### config.mk
export PLATFORM = sky130hd
export DESIGN_NAME = processor_debug_host
export DESIGN_NICKNAME = d
export VERILOG_FILES = /design/src/rtl/processor_debug_pkg.sv /design/src/rtl/debug_word_serializer.sv /design/src/rtl/processor_debug_host.sv
export SDC_FILE = /design/constraint.sdc
export NUM_CORES = 1
export LEC_CHECK = 0
export BUFFER_PORTS_ARGS = -buffer_cell sky130_fd_sc_hd__clkbuf_2
export CAP_MARGIN = 20
export CORE_MARGIN = 2
export CORE_UTILIZATION = 50
export DETAILED_ROUTE_END_ITERATION = 6
export PLACE_DENSITY = 0.75
export SYNTH_ARGS = -nofsm -noshare
export SYNTH_HDL_FRONTEND = slang
export SYNTH_SLANG_ARGS = --single-unit
export TNS_END_PERCENT = 20
### constraint.sdc
create_clock -name clock -period 1.7 [get_ports clock]
set_input_delay 0.255 -clock clock [delete_from_list [all_inputs] [get_ports clock]]
set_output_delay 0.255 -clock clock [all_outputs]
set_load 0.01 [all_outputs]
### src/rtl/processor_debug_pkg.sv
// Shared definitions for the processor debug host: host command and
// response codes, debug register map, and the controller state encoding.
package processor_debug_pkg;

  // Host command opcodes (first byte of a command)
  localparam logic [7:0] CMD_STATUS   = 8'h01;
  localparam logic [7:0] CMD_CONTINUE = 8'h02;
  localparam logic [7:0] CMD_DUMP     = 8'h03;
  localparam logic [7:0] CMD_READ_REG = 8'h04;

  // Single-byte replies
  localparam logic [7:0] RSP_CONT_OK    = 8'h02;
  localparam logic [7:0] RSP_NOT_HALTED = 8'hE0;
  localparam logic [7:0] RSP_BAD_ADDR   = 8'hE1;
  localparam logic [7:0] RSP_BAD_CMD    = 8'hEE;

  // Debug register map: 0..7 are r0..r7, 8 is the instruction pointer
  localparam logic [3:0] DEBUG_REG_IP    = 4'd8;
  localparam int         DEBUG_REG_COUNT = 9;

  typedef enum logic [2:0] {
    IDLE,
    GET_ARG,
    CONT_PULSE,
    SETUP,
    CAPTURE,
    SEND,
    RESP1
  } state_t;

endpackage

### src/rtl/debug_word_serializer.sv
// Loads one WORD_SIZE word and emits it as (WORD_SIZE+7)/8 bytes, LSB first,
// on a valid/ready byte stream. Unused top bits of the last byte are zero.
// Ports:
//   clock, reset         system clock, synchronous active-high reset
//   load, word           capture a new word (only issued while idle)
//   rsp_valid/rsp_data   byte stream out, stable until taken
//   rsp_ready            consumer accepts the byte
//   done                 high in the cycle the last byte is taken
module debug_word_serializer #(
  parameter int WORD_SIZE = 18
) (
  input  logic                 clock,
  input  logic                 reset,
  input  logic                 load,
  input  logic [WORD_SIZE-1:0] word,
  output logic                 rsp_valid,
  output logic [7:0]           rsp_data,
  input  logic                 rsp_ready,
  output logic                 done
);
  localparam int NB = (WORD_SIZE + 7) / 8;
  localparam int PW = NB * 8;
  localparam int CW = $clog2(NB + 1);

  logic [PW-1:0] shreg;
  logic [CW-1:0] left;

  assign rsp_valid = (left != '0);
  assign rsp_data  = shreg[7:0];
  // Combinational so the owner can move on in the same edge the last byte
  // leaves, allowing the next host command one cycle later.
  assign done      = rsp_valid && rsp_ready && (left == CW'(1));

  always_ff @(posedge clock) begin
    if (reset) begin
      shreg <= '0;
      left  <= '0;
    end else if (load) begin
      shreg <= PW'(word);
      left  <= CW'(NB);
    end else if (rsp_valid && rsp_ready) begin
      // Shifting in zeros leaves rsp_data at 0 once the word is drained.
      shreg <= shreg >> 8;
      left  <= left - 1'b1;
    end
  end

endmodule

### src/rtl/processor_debug_host.sv
// Host-side controller for the staged processor's wait/continue and debug
// read ports. Accepts byte commands (STATUS, CONTINUE, DUMP, READ_REG),
// pulses continue, reads r0..r7/ip and returns little-endian response bytes.
// Ports:
//   clock, reset                     system clock, synchronous active-high reset
//   cmd_valid/cmd_data/cmd_ready     host command byte stream in
//   rsp_valid/rsp_data/rsp_ready     response byte stream out
//   wait_for_continue                processor halted on a wait instruction
//   wait_continue_execution          one-cycle resume pulse
//   debug_get_param                  stops processor, enables the debug read mux
//   debug_reg_addr                   debug register select (0..8)
//   debug_data_out                   selected register value
module processor_debug_host
  import processor_debug_pkg::*;
#(
  parameter int WORD_SIZE     = 18,
  parameter int SETTLE_CYCLES = 1
) (
  input  logic                 clock,
  input  logic                 reset,
  input  logic                 cmd_valid,
  input  logic [7:0]           cmd_data,
  output logic                 cmd_ready,
  output logic                 rsp_valid,
  output logic [7:0]           rsp_data,
  input  logic                 rsp_ready,
  input  logic                 wait_for_continue,
  output logic                 wait_continue_execution,
  output logic                 debug_get_param,
  output logic [3:0]           debug_reg_addr,
  input  logic [WORD_SIZE-1:0] debug_data_out
);
  localparam int SW = $clog2(SETTLE_CYCLES + 1);

  state_t               state, state_n;
  logic [3:0]           addr_q, addr_n;
  logic                 dump_q, dump_n;
  logic [7:0]           resp_q, resp_n;
  logic [SW-1:0]        settle_q, settle_n;
  logic [WORD_SIZE-1:0] word_q;
  logic                 cmd_fire, settle_done;
  logic                 ser_valid, ser_done;
  logic [7:0]           ser_data;

  assign cmd_fire    = cmd_valid && cmd_ready;
  // debug_data_out is sampled on the edge that ends the last SETUP cycle,
  // i.e. SETTLE_CYCLES edges after debug_reg_addr changed.
  assign settle_done = (state == SETUP) && (settle_q == SW'(SETTLE_CYCLES - 1));

  always_ff @(posedge clock) begin
    if (reset) begin
      state    <= IDLE;
      addr_q   <= '0;
      dump_q   <= 1'b0;
      resp_q   <= '0;
      settle_q <= '0;
      word_q   <= '0;
    end else begin
      state    <= state_n;
      addr_q   <= addr_n;
      dump_q   <= dump_n;
      resp_q   <= resp_n;
      settle_q <= settle_n;
      if (settle_done) word_q <= debug_data_out;
    end
  end

  always_comb begin
    state_n  = state;
    addr_n   = addr_q;
    dump_n   = dump_q;
    resp_n   = resp_q;
    settle_n = settle_q;
    case (state)
      IDLE: if (cmd_fire) begin
        case (cmd_data)
          CMD_STATUS: begin
            resp_n  = {7'b0, wait_for_continue};
            state_n = RESP1;
          end
          CMD_CONTINUE:
            if (wait_for_continue) state_n = CONT_PULSE;
            else begin
              resp_n  = RSP_NOT_HALTED;
              state_n = RESP1;
            end
          CMD_DUMP:
            if (wait_for_continue) begin
              addr_n   = '0;
              dump_n   = 1'b1;
              settle_n = '0;
              state_n  = SETUP;
            end else begin
              resp_n  = RSP_NOT_HALTED;
              state_n = RESP1;
            end
          CMD_READ_REG: state_n = GET_ARG;
          default: begin
            resp_n  = RSP_BAD_CMD;
            state_n = RESP1;
          end
        endcase
      end
      GET_ARG: if (cmd_fire) begin
        if (cmd_data <= {4'b0, DEBUG_REG_IP}) begin
          addr_n   = cmd_data[3:0];
          dump_n   = 1'b0;
          settle_n = '0;
          state_n  = SETUP;
        end else begin
          resp_n  = RSP_BAD_ADDR;
          state_n = RESP1;
        end
      end
      CONT_PULSE: begin
        resp_n  = RSP_CONT_OK;
        state_n = RESP1;
      end
      SETUP:
        if (settle_done) state_n = CAPTURE;
        else settle_n = settle_q + 1'b1;
      CAPTURE: state_n = SEND;
      SEND: if (ser_done) begin
        // Halt is not re-checked here: a dump always runs to the ip word.
        if (dump_q && addr_q != DEBUG_REG_IP) begin
          addr_n   = addr_q + 4'd1;
          settle_n = '0;
          state_n  = SETUP;
        end else begin
          state_n = IDLE;
        end
      end
      RESP1: if (rsp_ready) state_n = IDLE;
      default: state_n = IDLE;
    endcase
  end

  debug_word_serializer #(.WORD_SIZE(WORD_SIZE)) u_ser (
    .clock     (clock),
    .reset     (reset),
    .load      (state == CAPTURE),
    .word      (word_q),
    .rsp_valid (ser_valid),
    .rsp_data  (ser_data),
    .rsp_ready (rsp_ready),
    .done      (ser_done)
  );

  assign cmd_ready               = (state == IDLE) || (state == GET_ARG);
  assign wait_continue_execution = (state == CONT_PULSE);
  assign debug_get_param         = (state == SETUP) || (state == CAPTURE) || (state == SEND);
  assign debug_reg_addr          = addr_q;
  assign rsp_valid               = (state == RESP1) || ser_valid;
  assign rsp_data                = (state == RESP1) ? resp_q : ser_data;

endmodule

## Word-level counts from Yosys, hierarchy flattened

Cells that the tools add are included.

- Flip-flop bits (word level): 55
- Latch bits: 0
- Bits in writable memories: 0
- ROM bits: 0
- Input port bits: 31
- Output and inout port bits: 16
- Word-level logic and storage cells: 103
- Memories kept: 0

- $add $sub $neg: 3
- Multiply operators: 0
- Divide/modulo/power cells: 0
- Magnitude comparators: 1
- Equality and inequality tests: 25
- Shift-type cells: 0
- Multiplexer cells: 43
- Bitwise operators: 1
- Reduce and logical (&&, ||, !) cells: 22

Operator list:

| kind | number |
|---|---|
| one-hot mux 8 bit (3 select lines) | 2 |
| 2-to-1 mux 8 bit | 5 |
| 2-to-1 mux 18 bit | 2 |
| 2-to-1 mux 4 bit | 7 |
| 2-to-1 mux 3 bit | 8 |
| inequality test 2 bit, second input constant | 11 |
| one-hot mux 3 bit (7 select lines) | 1 |
| == test 8 x 2 -> 1 bit, second input constant | 2 |
| one-hot mux 4 bit (3 select lines) | 1 |
| AND reduction 6 bit | 2 |
| 2-to-1 mux 1 bit | 11 |
| == test 3 bit, second input constant | 3 |
| one-hot mux 3 bit (3 select lines) | 1 |
| AND reduction 9 bit | 1 |
| == test 8 x 1 -> 1 bit, second input constant | 1 |
| == test 8 x 3 -> 1 bit, second input constant | 1 |
| less-or-equal comparator 8 x 4 -> 1 bit, second input constant | 1 |
| AND reduction 8 bit | 1 |
| == test 3 x 2 -> 1 bit, second input constant | 2 |
| 2-to-1 mux 2 bit | 3 |
| nonzero test 2 bit | 3 |
| nonzero test 3 bit | 2 |
| logical AND 1 bit | 5 |
| AND reduction 5 bit | 1 |
| 15 further kinds | 18 |

## Longest topological paths before layout

Gate-level depths: netlist of run 1.

- Word-level depth: 5
- Mapped depth: 7
- Gate-level depth less buffers: 7

## By module

Synthesis of run 1 repeated with hierarchy kept, for this count alone.

- Cell total of the unflattened synthesis: 354
- Area total of the unflattened synthesis: 2907.8 sq um

By module, submodules not included:

| module | instances | cells an instance | area an instance (sq um) | seq. area each (sq um) |
|---|---|---|---|---|
| processor_debug_host | 1 | 240 | 1870.5 | 620.6 |
| debug_word_serializer | 1 | 114 | 1037.2 | 400.4 |

## Worst setup path before layout of run 1

OpenSTA, ideal clock, no wires.

- Kind: register -> output
- Start: reg state[1]
- End: out rsp_data[0]
- Data arrival time: 1.500 ns
- Path slack: -0.055 ns
- Stages on the path, launching flop included: 6
- Cell sequence: dfxtp_1 clkbuf_1 clkbuf_1 nor2b_1 nand2_1 mux2_2

- Longest elaborated chain between the ends: 2

Ends and longest elaborated chain:

| what | line | text |
|---|---|---|
| start, declared | processor_debug_host.sv:35 | `state_t state, state_n;` |
| start signal, assigned | processor_debug_host.sv:59 | `state <= state_n;` |
| == test 3 bit | processor_debug_host.sv:154 | `assign rsp_data = (state == RESP1) ? resp_q : ser_data;` |
| 2-to-1 mux 8 bit | processor_debug_host.sv:154 |  |
| end, declared | processor_debug_host.sv:25 | `output logic [7:0] rsp_data,` |

Every way passes these cells.

## Worst setup path after layout of run 1

- Start: reg state[1]
- End: out debug_get_param

- Longest elaborated chain between the ends: 3
- Elaborated cells between the ends (all ways): 5
- Classes of those cells: eq/ne (3); reduce/logical (2)

Ends and longest elaborated chain:

| what | line | text |
|---|---|---|
| == test 3 x 2 -> 1 bit / == test 3 bit (equally long branches) | processor_debug_host.sv:151 | `assign debug_get_param = (state == SETUP) \|\| (state == CAPTURE) \|\| (state == SEND);` |
| logical OR 1 bit | processor_debug_host.sv:151 |  |
| logical OR 1 bit * | processor_debug_host.sv:151 |  |
| end, declared | processor_debug_host.sv:29 | `output logic debug_get_param,` |

Every way passes the cells marked *; elsewhere a longest branch is shown, timed or not.

==> results.txt, run 1 <==
met3 GRT Util = 0.0482
Hold/Removal Path Class = input port to flop
Bufs on Longest Clock Path = 2
antenna violations before repair = 0
startpoint types = flop
# rows = 26
fin crit share = 1.04
Synth Register Bits = 51
Post-Synthesis Net Count = 377
relative slew slack = 0.749
Top Family by Delay on Critical Path = flip-flops
Least-Margin Pin Slew = 367 ps
number of flops mapped to enable cells by yosys = 0
Inst Count DP = 486
via count = 2775
Final Hold Viols = 0
port bufs = 46
final-report max-slew violation count = 0
gr usage total = 0.256
H-tree levels = 2
share of the synthesized area in the top cell type = 0.387
DRC errors left = 0
critical path buffer and inverter count = 2
global placement routability congestion = 0.869
PD cells = 1270 nW/um2
synth cell count leaders = nand2_1, dfxtp_1, a21oi_1
DR iter-0 viols = 223
crit-path max FO = 7
syn avg cell area = 7.72 um2
Clock Sink Count = 51
vias in the first global route = 2698
hold_sp = debug_data_out[15]
Die ar. = 5880 um2
grt peak-use layer = met2
nets = 466
RSZ-0062 raised after global routing = yes
Clock Skews = 8.94 ps
Worst-Skew Late Latency = 320 ps
Final Non-Filler Cells = 502
largest family of logic cells by synthesized area = simple AND/OR/NAND/NOR gates
fillcell total = 409
WHS = 145 ps
status = complete, but fails checks
share of cells above drive strength 1 = 0.370
Root Driver = clkbuf_8
Synth Area in XOR/XNOR = 0.00995
antenna viol nets, final = 0
core area = 5110 um2
simple-gate share of the synthesized area = 0.296
min cycle time layout = 1770 ps
Crit-path slowest cell = dfxtp_2
die width = 76.7 um
failing checks = negative setup slack
Mapped Cells = 342
Crit path largest cell delay = 420 ps
setup violators final = 6
Yosys cell types = 56
Boundary Pins = 47
most common cell in the synthesized netlist = nand2_1
setup ws final = -67.8 ps
Clk pin slew, worst setup/hold paths = 100 ps
total power draw = 0.00459 W
Synth area leaders = dfxtp_1, nand2_1, a21oi_1
Reg-to-Reg Start = debug_reg_addr[0]
grt met1 use = 0.348
GRT met2 Usage = 0.404
worst path arrival time = 1510 ps
largest net degree at the start of global routing = 33
global-route wire length before repair = 12400 um
DR WL/cell = 14.9 um
WS Path Type = flop to output port
max cap viols = 0
WL final = 7480 um
Netlist Area Pre-Place = 2640 um2
drt via density = 5.53
pre-CTS setup slack = -211 ps
Seq/Total Area, Yosys = 0.387
Initial Util = 0.517
first drt pass iteration count = 4
synthesized-area fraction occupied by adder cells = 0.0190
Cell Chain, Critical Path = buf_4, nand2_1, o21ai_0, clkbuf_2
area leader, netlist = dfxtp_1
proportion of synthesized area in mux cells = 0.0171
HPWL Detailed = 5090 um
f_max = 566 MHz
Crit. End Element = output port
synthesis-to-finish area growth = 36.5%
Lkg Pwr = 1.45 nW
DIE HEIGHT = 76.7 um
WP data required = 1440 ps
Setup crit start = state[1]
maximum VDD drop = 0.000764 V
Yosys warnings = 0
Synth Flop Type = dfxtp_1
Synth Area in Compound Gates = 0.224
Async SR Flop Fraction = 0
CTS tree = done
grt ovf = 0
TritonCTS Buffers = 5
ANT cells = 0
## tightest hold or removal path, delay by kind of cell
family	cells	cell delay, ps
compound gates	1	50
buf+inv	1	80
simple gates	1	40
## sequential cells by signal, summed over array words and instances, names as in the netlist
register	count
word_q	18
settle_q	1
dump_q	1
resp_q	4
state	3
debug_reg_addr	4
u_ser.left	2
u_ser.shreg	18
## path summary, 6_finish.rpt
| path | end | slack, ps | depth (start not counted) |
|---|---|---|---|
| setup / recovery | debug_get_param | -70 | 4 |
| setup reg to reg | debug_reg_addr[1] | -30 | 7 |
| hold / removal | word_q[15] | 150 | 3 |
| hold reg to reg | u_ser.shreg[17] | 460 | 2 |
## routing by layer
layer / vias to the layer above / wire (um)
li1: 1395 / -
met1: 1282 / 3430
met2: 77 / 3460
met3: 21 / 415
met4: 0 / 172
met5: - / 0
## where the power goes
part / switching [W] / internal, W / leakage (nW)
combinational: 0.00116 / 0.00103 / 0.982
sequential: 0.000137 / 0.00138 / 0.417
clock: 0.000438 / 0.000444 / 0.0548
## repair_timing
item | CTS | global route
pin swaps | 6 | 11
setup buffers | 5 | 3
hold buffers | 0 | 0
gates resized for setup | 16 | 26
endpoints found under the setup margin | 16 | 15
## cell usage in the layout, fill, tap and decap left out, drive strengths merged, types with 3 or more instances in the layout
master,netlist,final
o32ai,3,3
nor3,3,3
buf,4,60
dfxtp,51,51
ha,4,4
nand2,83,83
or4,3,3
or3,6,6
a31oi,4,4
o31ai,6,6
nor2b,3,3
nand3,11,11
nor3b,3,3
inv,8,9
nor2,22,22
clkbuf,20,51
a21oi,36,36
a311oi,10,10
nand2b,10,10
a22oi,4,4
mux2,4,4
nand3b,3,3
o21ai,7,7
## cell families after synthesis
logic type               count (synthesis)
multiplexers                             4
buffers and inverters                   32
adder cells (fa/ha/maj)                  4
flip-flops                              51
AO/OA/AOI/OAI                           88
XOR/XNOR                                 3
AND/OR/NAND/NOR                        160
## cell type report
| type | instances | area [um2] | area share |
|---|---|---|---|
| multi-input combinational | 259 | 1620 | 0.451 |
| sequential | 51 | 1030 | 0.286 |
| timing repair buffer | 106 | 717 | 0.199 |
| tap | 70 | 87.6 | 0.0243 |
| clock buffer | 5 | 68.8 | 0.0191 |
| clock inverter | 3 | 46.3 | 0.0128 |
| inverter | 8 | 30.0 | 0.00833 |
## through the flow
stage | setup TNS, ps | util | instance area (um2)
after floorplan | -145 | - | 2640
after global placement | -756 | 0.643 | 3280
after detailed placement | -1180 | 0.643 | 3280
after CTS | -3.44 | 0.682 | 3480
after global routing | -587 | 0.706 | 3600
final | -131 | 0.706 | 3600
Power figures use the tool's default switching activity.
==> run 2, diff against run 1 <==
--- a/config.mk
+++ b/config.mk
@@ -8,9 +8,9 @@
 export BUFFER_PORTS_ARGS = -buffer_cell sky130_fd_sc_hd__clkbuf_2
 export CAP_MARGIN = 20
 export CORE_MARGIN = 2
-export CORE_UTILIZATION = 50
+export CORE_UTILIZATION = 55
 export DETAILED_ROUTE_END_ITERATION = 6
-export PLACE_DENSITY = 0.75
+export PLACE_DENSITY = 0.79
 export SYNTH_ARGS = -nofsm -noshare
 export SYNTH_HDL_FRONTEND = slang
 export SYNTH_SLANG_ARGS = --single-unit
==> constraint.sdc (replaced) <==
create_clock -name clock -period 2 [get_ports clock]
set_input_delay 0.3 -clock clock [delete_from_list [all_inputs] [get_ports clock]]
set_output_delay 0.3 -clock clock [all_outputs]
set_load 0.01 [all_outputs]
==> run 2 against run 1 <==
The flow now finishes without violations; design area down 14%; largest power group unchanged; utilization fell by 4.1 points; global-route usage down 0.67 points; clock skew down 2.4 ps; critical endpoint is now rsp_data[1]; non-clock buffer count decreased by 41; sequential power decreased by 14%; worst hold slack gained 42 ps; sequential share of layout area up 4.5 points; clock-buffer cell count unchanged; clock power fell by 28%; sequential cell count is the same; final cell count down 11%.
==> results.txt, run 2 (synthesis results as in run 1) <==
status = finished, final reports clean (was complete, but fails checks)
Crit. End Element = output port (unchanged)
setup slack, reg-to-reg = 130 ps (was -30 ps)
worst path arrival time = 1580 ps (was 1510 ps)
Worst-Skew Late Latency = 320 ps (about the same)
Boundary Pins = 47 (unchanged)
Root Driver = clkbuf_8 (unchanged)
CTS tree = done (unchanged)
fin crit share = 0.938
first drt pass iteration count = 4 (unchanged)
HPWL Detailed = 4560 um (was 5090 um)
antenna violations before repair = 0 (unchanged)
Bufs on Longest Clock Path = 2 (unchanged)
FF-to-FF End = debug_reg_addr[1] (unchanged)
synthesis-to-finish area growth = 17.3% (was 36.5%)
# rows = 25 (was 26)
most frequent cells in the layout = nand2_1, dfxtp_1, clkbuf_2, a21oi_1, nor2_1 (was nand2_1, buf_4, clkbuf_2, dfxtp_1, a21oi_1)
Clock Skews = 6.53 ps (was 8.94 ps)
Die ar. = 5370 um2 (was 5880 um2)
global placement routability congestion = 0.869 (unchanged)
Clk pin slew, worst setup/hold paths = 100 ps (about the same)
DR WL/cell = 14.0 um (was 14.9 um)
H-tree levels = 2 (unchanged)
DR iter-0 viols = 226 (was 223)
antenna viol nets, final = 0 (unchanged)
Setup crit start = state[1] (unchanged)
cell area after placement = 2990 um2 (was 3280 um2)
relative slew slack = 0.554 (was 0.749)
largest net degree at the start of global routing = 44 (was 33)
Clock Sink Count = 51 (unchanged)
WL final = 6240 um (was 7480 um)
share of cells above drive strength 1 = 0.246 (was 0.370)
via count = 2556 (was 2775)
gr usage total = 0.249 (was 0.256)
drt via density = 5.74 (was 5.53)
Largest regs = u_ser.shreg: 18 flops, word_q: 18 flops (unchanged)
final-report max-slew violation count = 0 (unchanged)
port bufs = 46 (unchanged)
vias in the first global route = 2245 (was 2698)
Lkg Pwr = 1.21 nW (was 1.45 nW)
most common cell after layout, fill and taps aside = nand2_1 (unchanged)
DIE HEIGHT = 73.3 um (was 76.7 um)
Final Non-Filler Cells = 445 (was 502)
setup TNS = 0 ps (was -131 ps)
crit-path max FO = 11 (was 7)
grt ovf = 0 (unchanged)
f_max = 533 MHz
die width = 73.3 um (was 76.7 um)
TritonCTS Buffers = 5 (unchanged)
fin area = 3100 um2 (was 3600 um2)
maximum VDD drop = 0.000531 V (was 0.000764 V)
postcts setup bufs = 0 (was 5)
global-route wire length before repair = 10500 um (was 12400 um)
Least-Margin Pin Slew = 669 ps (was 367 ps)
Inst Count DP = 437 (was 486)
WS Path Type = flop to output port (unchanged)
ANT cells = 0 (unchanged)
core area = 4660 um2 (was 5110 um2)
Final Hold Viols = 0 (unchanged)
setup violators final = 0 (was 6)
Hold/Removal Path Class = input port to flop (unchanged)
nets = 425 (was 466)
min cycle time layout = 1880 ps
Initial Util = 0.566 (was 0.517)
worst-case reg-to-reg path depth = 6 (was 7)
WP data required = 1700 ps (was 1440 ps)
max cap viols = 0 (unchanged)
PD cells = 1060 nW/um2 (was 1270 nW/um2)
CP endpoint = rsp_data[1] (was debug_get_param)
startpoint types = flop (unchanged)
DRC errors left = 0 (unchanged)
RSZ-0062 raised after global routing = no (was yes)
Reg-to-Reg Start = u_ser.left[0] (was debug_reg_addr[0])
run 2: changes by cell type in the layout (fill, tap and decap cells not counted), sizes merged:
cell and change:
clkinv +2, buf -41, bufinv -1, clkinvlp -1
run 2: worst max-delay path, cell delays in order (launching register included):
cell      delay (ps)
dfxtp_2          440
nor2b_1          220
nand2_2          160
mux2_2           310
clkbuf_2         130
run 2: power breakdown:
part | switching [W] | leakage [nW] | internal [W]
Combinational | 0.000774 | 0.746 | 0.000555
Clock | 0.000376 | 0.0502 | 0.000260
Sequential | 0.000140 | 0.415 | 0.00117
Total | 0.00129 | 1.21 | 0.00198
run 2: stage by stage:
| step | hold slack (ps) | setup WS [ps] | util | power, W |
|---|---|---|---|---|
| final | 187 | 125 | 0.664 | 0.00327 |
| after global routing | 181 | 30.7 | 0.664 | 0.00349 |
| after CTS | 181 | 33.1 | 0.663 | 0.00327 |
| after detailed placement | 446 | 44.4 | 0.642 | 0.00263 |
| after global placement | 439 | 108 | 0.642 | 0.00261 |
| after floorplan | 432 | 200 | - | 0.00219 |
run 2: layer usage:
| metal | global-route usage | vias up | wire, um |
|---|---|---|---|
| met5 | 0 | - | 0 |
| met2 | 0.368 | 84 | 2690 |
| met4 | 0.0535 | 0 | 51 |
| met3 | 0.0617 | 6 | 400 |
| met1 | 0.369 | 1160 | 3090 |
| li1 | - | 1306 | - |
run 2: area by class of cell:
class | count | area, um2
fill | 406 | 1570
inverter | 8 | 30.0
clock inverter | 3 | 28.8
multi-input combinational | 259 | 1500
timing repair buffer | 65 | 373
tap | 54 | 67.6
clock buffer | 5 | 68.8
sequential | 51 | 1020
run 2: worst min path at each step:
| stage | start | endpoint | slack, ps | depth (start not counted) |
|---|---|---|---|---|
| floorplan | word_q[10] | u_ser.shreg[10] | 430 | 2 |
| global placement | word_q[16] | u_ser.shreg[16] | 440 | 2 |
| detailed placement | word_q[16] | u_ser.shreg[16] | 450 | 2 |
| CTS | debug_data_out[17] | word_q[17] | 180 | 3 |
| global route | debug_data_out[16] | word_q[16] | 180 | 3 |
| finish | debug_data_out[17] | word_q[17] | 190 | 3 |
run 2: timing repair:
action / 4_1_cts / 5_1_grt
endpoints found under the setup margin: 4 / 5
resized for setup: 3 / 2
hold buffers: 0 / 0
gates cloned: 0 / 0
==> run 3, diff against run 2 <==
==> constraint.sdc (replaced) <==
create_clock -name clock -period 1.75 [get_ports clock]
set_input_delay 0.2625 -clock clock [delete_from_list [all_inputs] [get_ports clock]]
set_output_delay 0.2625 -clock clock [all_outputs]
set_load 0.01 [all_outputs]
==> run 3 against run 2 <==
The flow now finishes with violations (negative setup slack); first-iteration DRC count decreased by 18%; global-route usage up 1.9 points; design area increased by 11%; register-to-register slack got worse by 100 ps; non-clock buffer count grew 24; sequential cell count did not move; wire length up 11%; clock-buffer cell count stayed put; critical path depth up 1; final cell count is 5.4% higher; sequential power is 15% higher; critical path type unchanged; critical endpoint is now debug_get_param; largest cell class unchanged.
==> results.txt, run 3 (synthesis results as in run 1) <==
WL final = 6910 um (was 6240 um)
most common cell after layout, fill and taps aside = nand2_1 (unchanged)
Cell Chain, Critical Path = buf_4, nand2_1, buf_4, o21ai_0, clkbuf_2 (was nor2b_1, nand2_2, mux2_2, clkbuf_2)
Clock Skews = 5.83 ps (was 6.53 ps)
DRC errors left = 0 (unchanged)
hold path cells = 3 (unchanged)
Clk pin slew, worst setup/hold paths = 100 ps (about the same)
Die ar. = 5370 um2 (unchanged)
crit-path max FO = 8 (was 11)
total power draw = 0.00425 W (was 0.00327 W)
gr usage total = 0.268 (was 0.249)
DR WL/cell = 14.7 um (was 14.0 um)
nets = 449 (was 425)
PD cells = 1240 nW/um2 (was 1060 nW/um2)
Worst-Skew Late Latency = 310 ps (was 320 ps)
worst-case reg-to-reg path depth = 6 (unchanged)
Crit path largest cell delay = 420 ps (was 440 ps)
HPWL Detailed = 5040 um (was 4560 um)
Root Driver = clkbuf_8 (unchanged)
antenna violations before repair = 0 (unchanged)
fillcell total = 371 (was 406)
WS Path Type = flop to output port (unchanged)
largest net degree at the start of global routing = 30 (was 44)
min cycle time layout = 1750 ps
drt via density = 5.80 (was 5.74)
final-report max-slew violation count = 0 (unchanged)
CTS tree = done (unchanged)
f_max = 570 MHz
grt ovf = 0 (unchanged)
Boundary Pins = 47 (unchanged)
Hold/Removal Path Class = input port to flop (unchanged)
CP most frequent cell = buf_4
fin crit share = 1.00
Top Family by Delay on Critical Path = buffers and inverters (was flip-flops)
Levels on crit path = 5 (was 4)
die width = 73.3 um (unchanged)
global-route wire length before repair = 11300 um (was 10500 um)
most frequent cells in the layout = nand2_1, clkbuf_2, dfxtp_1, buf_4, a21oi_1 (was nand2_1, dfxtp_1, clkbuf_2, a21oi_1, nor2_1)
worst path arrival time = 1490 ps (was 1580 ps)
ANT cells = 0 (unchanged)
setup violators final = 1 (was 0)
Crit-path slowest cell = dfxtp_4 (was dfxtp_2)
DIE HEIGHT = 73.3 um (unchanged)
RSZ-0062 raised after global routing = yes (was no)
synthesis-to-finish area growth = 29.9% (was 17.3%)
antenna viol nets, final = 0 (unchanged)
Initial Util = 0.566 (unchanged)
max cap viols = 0 (unchanged)
H-tree levels = 2 (unchanged)
port bufs = 46 (unchanged)
core area = 4660 um2 (unchanged)
global placement routability congestion = 0.938 (was 0.869)
Largest regs = u_ser.shreg: 18 flops, word_q: 18 flops (unchanged)
Final Hold Viols = 0 (unchanged)
Setup crit start = state[0] (was state[1])
DR iter-0 viols = 185 (was 226)
vias in the first global route = 2389 (was 2245)
CTS Hold Bufs = 0 (unchanged)
Reg-to-Reg Start = u_ser.left[0] (unchanged)
maximum VDD drop = 0.000631 V (was 0.000531 V)
hold_sp = debug_data_out[11] (was debug_data_out[17])
Bufs on Longest Clock Path = 2 (unchanged)
Clock Sink Count = 51 (unchanged)
failing checks = negative setup slack
relative slew slack = 0.601 (was 0.554)
WHS = 158 ps (was 187 ps)
via count = 2722 (was 2556)
setup ws final = -4.17 ps (was 125 ps)
# rows = 25 (unchanged)
TritonCTS Buffers = 5 (unchanged)
first drt pass iteration count = 6 (was 4)
Lkg Pwr = 1.38 nW (was 1.21 nW)
WP data required = 1490 ps (was 1700 ps)
startpoint types = flop (unchanged)
status = complete, but fails checks (was finished, final reports clean)
Crit. End Element = output port (unchanged)
critical path buffer and inverter count = 3 (was 1)
share of cells above drive strength 1 = 0.325 (was 0.246)
Least-Margin Pin Slew = 598 ps (was 669 ps)
-- run 3: changes by cell type in the layout (fill, tap and decap cells not counted), sizes merged --
cell / previous run / this run
bufinv: 0 / 1
clkinv: 2 / 1
buf: 19 / 43
-- run 3: tightest hold or removal path: stages --
cell	delay [ps]
clkbuf_2	80
nand2_1	40
a21oi_1	50
-- run 3: final cells by class --
cell class / instances / area (um2) / share of cell area
Timing Repair Buffer: 89 / 598 / 0.174
Clock buffer: 5 / 68.8 / 0.0201
Sequential cell: 51 / 1040 / 0.302
Multi-Input combinational cell: 259 / 1580 / 0.461
Clock inverter: 3 / 47.5 / 0.0139
Inverter: 8 / 30.0 / 0.00876
Tap cell: 54 / 67.6 / 0.0197
-- run 3: metrics by stage --
step	cell area, um2	setup TNS, ps	utilization	std cells	setup slack [ps]
final	3430	-4.17	0.736	469	-4.17
after global routing	3430	-253	0.736	469	-45.9
after CTS	3360	0	0.721	468	2.20
after detailed placement	3200	-760	0.687	460	-162
after global placement	3200	-424	0.687	460	-105
after floorplan	2640	-22.2	-	342	-11.1
-- run 3: per-layer routing --
| layer | vias to the layer above | track usage | share of wire |
|---|---|---|---|
| met1 | 1268 | 0.390 | 0.47 |
| met5 | - | 0 | 0 |
| met4 | 0 | 0.0638 | 0.010 |
| met2 | 88 | 0.415 | 0.46 |
| met3 | 6 | 0.0453 | 0.059 |
| li1 | 1360 | - | - |
-- run 3: repair_timing --
action | in CTS | in global routing
endpoints found under the hold margin | 0 | 0
cloned | 0 | 0
gates resized for setup | 14 | 18
setup buffers | 0 | 1
pin swaps | 0 | 9
setup endpoints to repair | 17 | 11
-- run 3: worst paths after layout --
path / end / slack (ps)
worst max-delay path: debug_get_param / -4
worst min-delay path: word_q[11] / 160
worst max register to register: debug_reg_addr[0] / 30
worst min register to register: u_ser.shreg[10] / 460
-- run 3: report_power, final --
part	switching, W	total (W)	leakage [nW]	internal [W]
logic	0.00102	0.00190	0.901	0.000874
registers	0.000155	0.00150	0.418	0.00135
clock network	0.000414	0.000848	0.0587	0.000434
total	0.00159	0.00425	1.38	0.00266
